===== config.mk =====
export PLATFORM = sky130hd
export DESIGN_NAME = wide_add_seq_flat
export DESIGN_NICKNAME = d
export VERILOG_FILES = /design/src/rtl/wide_add_seq_if.sv /design/src/rtl/wide_add_seq.sv /design/src/flat_wrapper.sv
export SDC_FILE = /design/constraint.sdc
export NUM_CORES = 1
export LEC_CHECK = 0
export ABC_AREA = 1
export ABC_CLOCK_PERIOD_IN_PS = 3900
export BUFFER_PORTS_ARGS = -buffer_cell sky130_fd_sc_hd__buf_2
export CAP_MARGIN = 20
export CORE_MARGIN = 10
export CORE_UTILIZATION = 55
export DETAILED_ROUTE_END_ITERATION = 6
export PLACE_DENSITY_LB_ADDON = 0.2
export SYNTH_ARGS = -nofsm -noshare
export SYNTH_HDL_FRONTEND = slang
export SYNTH_SLANG_ARGS = --single-unit

===== constraint.sdc =====
create_clock -name clk -period 3.9 [get_ports clk]
set_input_delay 0.585 -clock clk [delete_from_list [all_inputs] [get_ports clk]]
set_output_delay 0.585 -clock clk [all_outputs]
set_load 0.01 [all_outputs]

===== src/rtl/wide_add_seq_if.sv =====
// Operand intake and result output bundle for the sequential wide adder.
interface wide_add_seq_if #(
  parameter int unsigned WIDTH = 32,
  parameter int unsigned WORDS = 4
);
  localparam int unsigned W = WIDTH * WORDS;

  logic         in_valid;
  logic         in_ready;
  logic [W-1:0] in_a;
  logic [W-1:0] in_b;
  logic         in_cin;
  logic         out_valid;
  logic         out_ready;
  logic [W-1:0] out_sum;
  logic         out_cout;
  logic         out_ovf;
  logic         busy;

  // Producer of operands / consumer of results.
  modport master (
    output in_valid, in_a, in_b, in_cin, out_ready,
    input  in_ready, out_valid, out_sum, out_cout, out_ovf, busy
  );

  // The adder itself.
  modport slave (
    input  in_valid, in_a, in_b, in_cin, out_ready,
    output in_ready, out_valid, out_sum, out_cout, out_ovf, busy
  );
endinterface


===== src/rtl/wide_add_seq.sv =====
// Multi-cycle wide adder: one WIDTH-bit ripple slice per clock, LSB slice first,
// carry registered between slices. Result held until the consumer takes it.
module wide_add_seq #(
  parameter int unsigned WIDTH = 32,
  parameter int unsigned WORDS = 4
) (
  input  logic          clk,
  input  logic          rst_n,
  wide_add_seq_if.slave bus
);
  localparam int unsigned W    = WIDTH * WORDS;
  localparam int unsigned IdxW = (WORDS > 1) ? $clog2(WORDS) : 1;
  localparam logic [IdxW-1:0] LastIdx = IdxW'(WORDS - 1);

  typedef enum logic [1:0] {StIdle, StRun, StDone} state_e;

  state_e          state_q, state_d;
  logic [W-1:0]    a_q, a_d;
  logic [W-1:0]    b_q, b_d;
  logic [W-1:0]    sum_q, sum_d;
  logic [IdxW-1:0] idx_q, idx_d;
  logic            carry_q, carry_d;
  logic            cout_q, cout_d;
  logic            ovf_q, ovf_d;
  logic            valid_q, valid_d;

  logic [WIDTH-1:0] a_sl, b_sl;
  logic [WIDTH:0]   slice_res;

  // Select the operand slices addressed by the current slice index.
  always_comb begin
    a_sl = '0;
    b_sl = '0;
    for (int k = 0; k < WORDS; k++) begin
      if (idx_q == IdxW'(k)) begin
        a_sl = a_q[k*WIDTH +: WIDTH];
        b_sl = b_q[k*WIDTH +: WIDTH];
      end
    end
  end

  assign slice_res = {1'b0, a_sl} + {1'b0, b_sl} + {{WIDTH{1'b0}}, carry_q};

  // Next-state logic: operand capture, per-slice accumulation, result handshake.
  always_comb begin
    state_d = state_q;
    a_d     = a_q;
    b_d     = b_q;
    sum_d   = sum_q;
    idx_d   = idx_q;
    carry_d = carry_q;
    cout_d  = cout_q;
    ovf_d   = ovf_q;
    valid_d = valid_q;
    case (state_q)
      StIdle: begin
        if (bus.in_valid) begin
          a_d     = bus.in_a;
          b_d     = bus.in_b;
          carry_d = bus.in_cin;
          idx_d   = '0;
          state_d = StRun;
        end
      end
      StRun: begin
        for (int k = 0; k < WORDS; k++) begin
          if (idx_q == IdxW'(k)) begin
            sum_d[k*WIDTH +: WIDTH] = slice_res[WIDTH-1:0];
          end
        end
        carry_d = slice_res[WIDTH];
        idx_d   = idx_q + 1'b1;
        if (idx_q == LastIdx) begin
          cout_d  = slice_res[WIDTH];
          // Carry into the MSB is a^b^s there; overflow is that XOR carry out.
          ovf_d   = a_sl[WIDTH-1] ^ b_sl[WIDTH-1] ^ slice_res[WIDTH-1] ^ slice_res[WIDTH];
          valid_d = 1'b1;
          idx_d   = '0;
          state_d = StDone;
        end
      end
      StDone: begin
        if (bus.out_ready) begin
          valid_d = 1'b0;
          state_d = StIdle;
        end
      end
      default: state_d = StIdle;
    endcase
  end

  // State and datapath registers; reset discards any in-flight transaction.
  always_ff @(posedge clk or negedge rst_n) begin
    if (!rst_n) begin
      state_q <= StIdle;
      a_q     <= '0;
      b_q     <= '0;
      sum_q   <= '0;
      idx_q   <= '0;
      carry_q <= 1'b0;
      cout_q  <= 1'b0;
      ovf_q   <= 1'b0;
      valid_q <= 1'b0;
    end else begin
      state_q <= state_d;
      a_q     <= a_d;
      b_q     <= b_d;
      sum_q   <= sum_d;
      idx_q   <= idx_d;
      carry_q <= carry_d;
      cout_q  <= cout_d;
      ovf_q   <= ovf_d;
      valid_q <= valid_d;
    end
  end

  assign bus.in_ready  = (state_q == StIdle);
  assign bus.busy      = (state_q != StIdle);
  assign bus.out_valid = valid_q;
  assign bus.out_sum   = sum_q;
  assign bus.out_cout  = cout_q;
  assign bus.out_ovf   = ovf_q;
endmodule


===== src/flat_wrapper.sv =====
// flat-port wrapper written by rule: the top's interface ports become plain ports
module wide_add_seq_flat 
#(
  parameter int unsigned WIDTH = 32,
  parameter int unsigned WORDS = 4
)
  (clk, rst_n, bus_in_valid, bus_in_a, bus_in_b, bus_in_cin, bus_out_ready, bus_in_ready, bus_out_valid, bus_out_sum, bus_out_cout, bus_out_ovf, bus_busy);
  wide_add_seq_if #(.WIDTH(WIDTH), .WORDS(WORDS)) bus_i ();
  input  logic clk;
  input  logic rst_n;
  input wire logic [$bits(bus_i.in_valid)-1:0] bus_in_valid;
  input wire logic [$bits(bus_i.in_a)-1:0] bus_in_a;
  input wire logic [$bits(bus_i.in_b)-1:0] bus_in_b;
  input wire logic [$bits(bus_i.in_cin)-1:0] bus_in_cin;
  input wire logic [$bits(bus_i.out_ready)-1:0] bus_out_ready;
  output wire logic [$bits(bus_i.in_ready)-1:0] bus_in_ready;
  output wire logic [$bits(bus_i.out_valid)-1:0] bus_out_valid;
  output wire logic [$bits(bus_i.out_sum)-1:0] bus_out_sum;
  output wire logic [$bits(bus_i.out_cout)-1:0] bus_out_cout;
  output wire logic [$bits(bus_i.out_ovf)-1:0] bus_out_ovf;
  output wire logic [$bits(bus_i.busy)-1:0] bus_busy;
  assign bus_i.in_valid = bus_in_valid;
  assign bus_i.in_a = bus_in_a;
  assign bus_i.in_b = bus_in_b;
  assign bus_i.in_cin = bus_in_cin;
  assign bus_i.out_ready = bus_out_ready;
  assign bus_in_ready = bus_i.in_ready;
  assign bus_out_valid = bus_i.out_valid;
  assign bus_out_sum = bus_i.out_sum;
  assign bus_out_cout = bus_i.out_cout;
  assign bus_out_ovf = bus_i.out_ovf;
  assign bus_busy = bus_i.busy;
  wide_add_seq #(.WIDTH(WIDTH), .WORDS(WORDS)) u_core (.clk(clk), .rst_n(rst_n), .bus(bus_i));
endmodule

==> impl_metrics.tcl <==
set metrics [dict create \
    outcome "complete, no violations" \
    synthTopCellsByArea "dfrtp_1, nand2_1, o21ai_0" \
    synth.cell_area_um2 18900 \
    drv_cap 0 \
    globalplace.congestion 0.981 \
    critPathTopFamily "simple AND/OR/NAND/NOR gates" \
    worst_pin_slew_ps 1140 \
    cellInternalPower_uw 13100 \
    arrival_ps 4070 \
    port-buffer-count 393 \
    grt_overflow 0 \
    pwr-share-seq 0.276 \
    fin_ws_ps 264 \
    fmax_mhz 275 \
    final-setup-viol-count 0 \
    rows 67 \
    dp_hpwl_mm 46.4 \
    hold_class "input pin to asynchronous set/reset pin" \
    path_max_fanout 27 \
    power.density_nw_per_um2 1140 \
    num_vias 17800 \
    clock_latency_ps 560 \
    cpPeakStageDelay_ps 410 \
    worst-path-buf-inv 3 \
    layout_min_cycle_time_ps 3640 \
    drt_iter0_markers 1638 \
    p_leak_uw 0.0129 \
    crit_type "register to register" \
    io_pins 394 \
    synth_flop_cell "dfrtp_1" \
    path_clk_slew_ps 60 \
    final_cell_mix "nand2_1, buf_2, dfrtp_1, inv_1" \
    clkPwrFrac 0.155 \
    h-tree-depth 2 \
    final_common_cell "nand2_1" \
    dr.pass1.iters 5 \
    die_w_um 205 \
    cts_hold_buf 0 \
    async_flop_share 1.00 \
    synth-edff-count 0 \
    grt_pass1_wl_mm 97.9 \
    skew_ps 23.0 \
    drc 0 \
    routed_wl_mm 62.7 \
    switching_share 0.495 \
    finalHoldViolCount 0 \
    clockBufferDepth 3 \
    pwr-share-comb 0.568 \
    n_fill_cell 2871 \
    track_usage 0.294 \
    ant_nets 0 \
    antenna_found_initial 0 \
    die_h_um 205 \
    nets 3118 \
    ir_drop_mv 0.625 \
    setup.worst_path.start_class "register" \
    cts_root_buf "clkbuf_16" \
    synth_seq_area_share 0.519 \
    utilization 0.675 \
    synth_area_per_cell_um2 7.66 \
    dp_slack_ps 271 \
    start_util 0.561 \
    yosysUniqueCellTypes 38 \
    grt_setup_unrepaired "yes" \
    grt_max_degree 256 \
    design.core.area_um2 33700 \
    syn2layout_area_growth_pct 20.3 \
    drive_above_1_share 0.190 \
    max_slew_margin 0.242 \
    switchingPower_uw 12800 \
    cts.sinks 392 \
    rrSetupSlack_ps 260 \
    cts_tree "built" \
    cts_made_buffers 42 \
    slowest_stage "dfrtp_1" \
    crit_chain "inv_1 > ha_2 > nor2_4 > buf_12 > a22oi_1 > nand2_1 > o21ai_0 > a21oi_1 > ha_1 > nand2_1 > nor2_1 > inv_1 > nor2_1 > nand4_1 > nand3_1 > nand2_1 > nand3_1 > nand2_1" \
    ys_ff_latch 392 \
    routedWlPerCell_um 19.0 \
    period_share 0.932 \
    cpMostUsedCell "nand2_1" \
    synth_warnings 0 \
    cts_resized 0 \
    grt_pass1_vias 17700 \
    dieArea_um2 42200 \
    synthCells 2469 \
    crit_required_ps 4330 \
    multiInputGateArea_um2 8160 \
    synth_fp_nets 2767 \
    end_kind "register" \
    synth_largest_area_cell "dfrtp_1" \
    maxSlewViolCount 0 \
    synth_top_area_share 0.519 \
    cts_setup_buffers 0 \
    regArea_um2 9810 \
    viasPerCell 5.38 \
]
==> power by group through the flow <==
stage	clock [uW]	sequential, uW	combinational (uW)
floorplan	0	7170	9250
global placement	0	7100	14200
detailed placement	0	7170	14400
CTS	4050	7120	14500
global route	4220	7360	16400
finish	4020	7160	14700
==> cells by family after synthesis <==
family                   count (synthesis)  share of synthesized area
AND/OR/NAND/NOR                       1502                      0.312
adder cells (fa/ha/maj)                 37                     0.0253
XOR/XNOR                                12                    0.00596
AO/OA/AOI/OAI                          278                     0.0856
flip-flops                             392                      0.519
buffers and inverters                  248                     0.0527
==> layout make-up <==
cell class	instances	area share
multi-input cells	1829	0.359
repair buffers	429	0.103
clock inverters	17	0.00908
clock buffers	58	0.0515
diodes	1	0.000110
well taps	448	0.0247
inverters	126	0.0212
flip-flops and latches	392	0.431
==> state kept, by name (all words and copies together) (netlist names) <==
name / cells
u_core.a_q: 128
u_core.b_q: 128
u_core.bus.out_sum: 128
u_core.idx_q: 2
u_core.state_q: 2
u_core.bus.out_cout: 1
u_core.bus.out_ovf: 1
u_core.bus.out_valid: 1
u_core.carry_q: 1
==> Yosys cell counts (6+ instances only) <==
library cell	count
nor2_2	6
dfrtp_1	392
nand2_1	1269
o21ai_0	103
a22o_1	19
o21ai_1	7
nand3_1	87
xnor2_1	9
buf_2	49
nand4_1	6
a22oi_1	36
clkbuf_1	54
inv_2	7
a221oi_1	10
buf_1	18
ha_1	35
nand2_2	11
inv_1	119
a21oi_1	93
nor2_1	102
==> worst paths after layout <==
check	startpoint	to	depth (start not counted)
min in group clk	bus_in_a[83]	u_core.a_q[83]$_DFFE_PN0P_	3
worst max register to register	u_core.idx_q[1]$_DFFE_PN0P_	u_core.bus.out_sum[18]$_DFFE_PN0P_	18
worst max-delay path	u_core.idx_q[1]$_DFFE_PN0P_	u_core.bus.out_sum[18]$_DFFE_PN0P_	18
max in group asynchronous	rst_n	u_core.b_q[10]$_DFFE_PN0P_	2
worst min-delay path	rst_n	u_core.a_q[6]$_DFFE_PN0P_	1
worst min register to register	u_core.bus.out_sum[66]$_DFFE_PN0P_	u_core.bus.out_sum[66]$_DFFE_PN0P_	2
==> metal layers <==
metal / GRT usage / share of wire / up-vias
met5: 0 / 0 / -
met4: 0.101 / 0.033 / 0
met3: 0.0583 / 0.089 / 108
met2: 0.458 / 0.45 / 785
met1: 0.404 / 0.43 / 8399
li1: - / - / 8464
==> through the flow <==
step / TNS (ps) / instance area, um2 / power, uW / hold WS, ps / cells
floorplan: 0 / 18900 / 16400 / 289 / 2469
global placement: 0 / 21300 / 21300 / 456 / 3224
detailed placement: 0 / 21300 / 21600 / 458 / 3224
CTS: 0 / 22700 / 25700 / 161 / 3299
global route: -22.8 / 22700 / 28000 / 171 / 3299
finish: 0 / 22700 / 25900 / 112 / 3300
(Power assumes the default switching activity.)
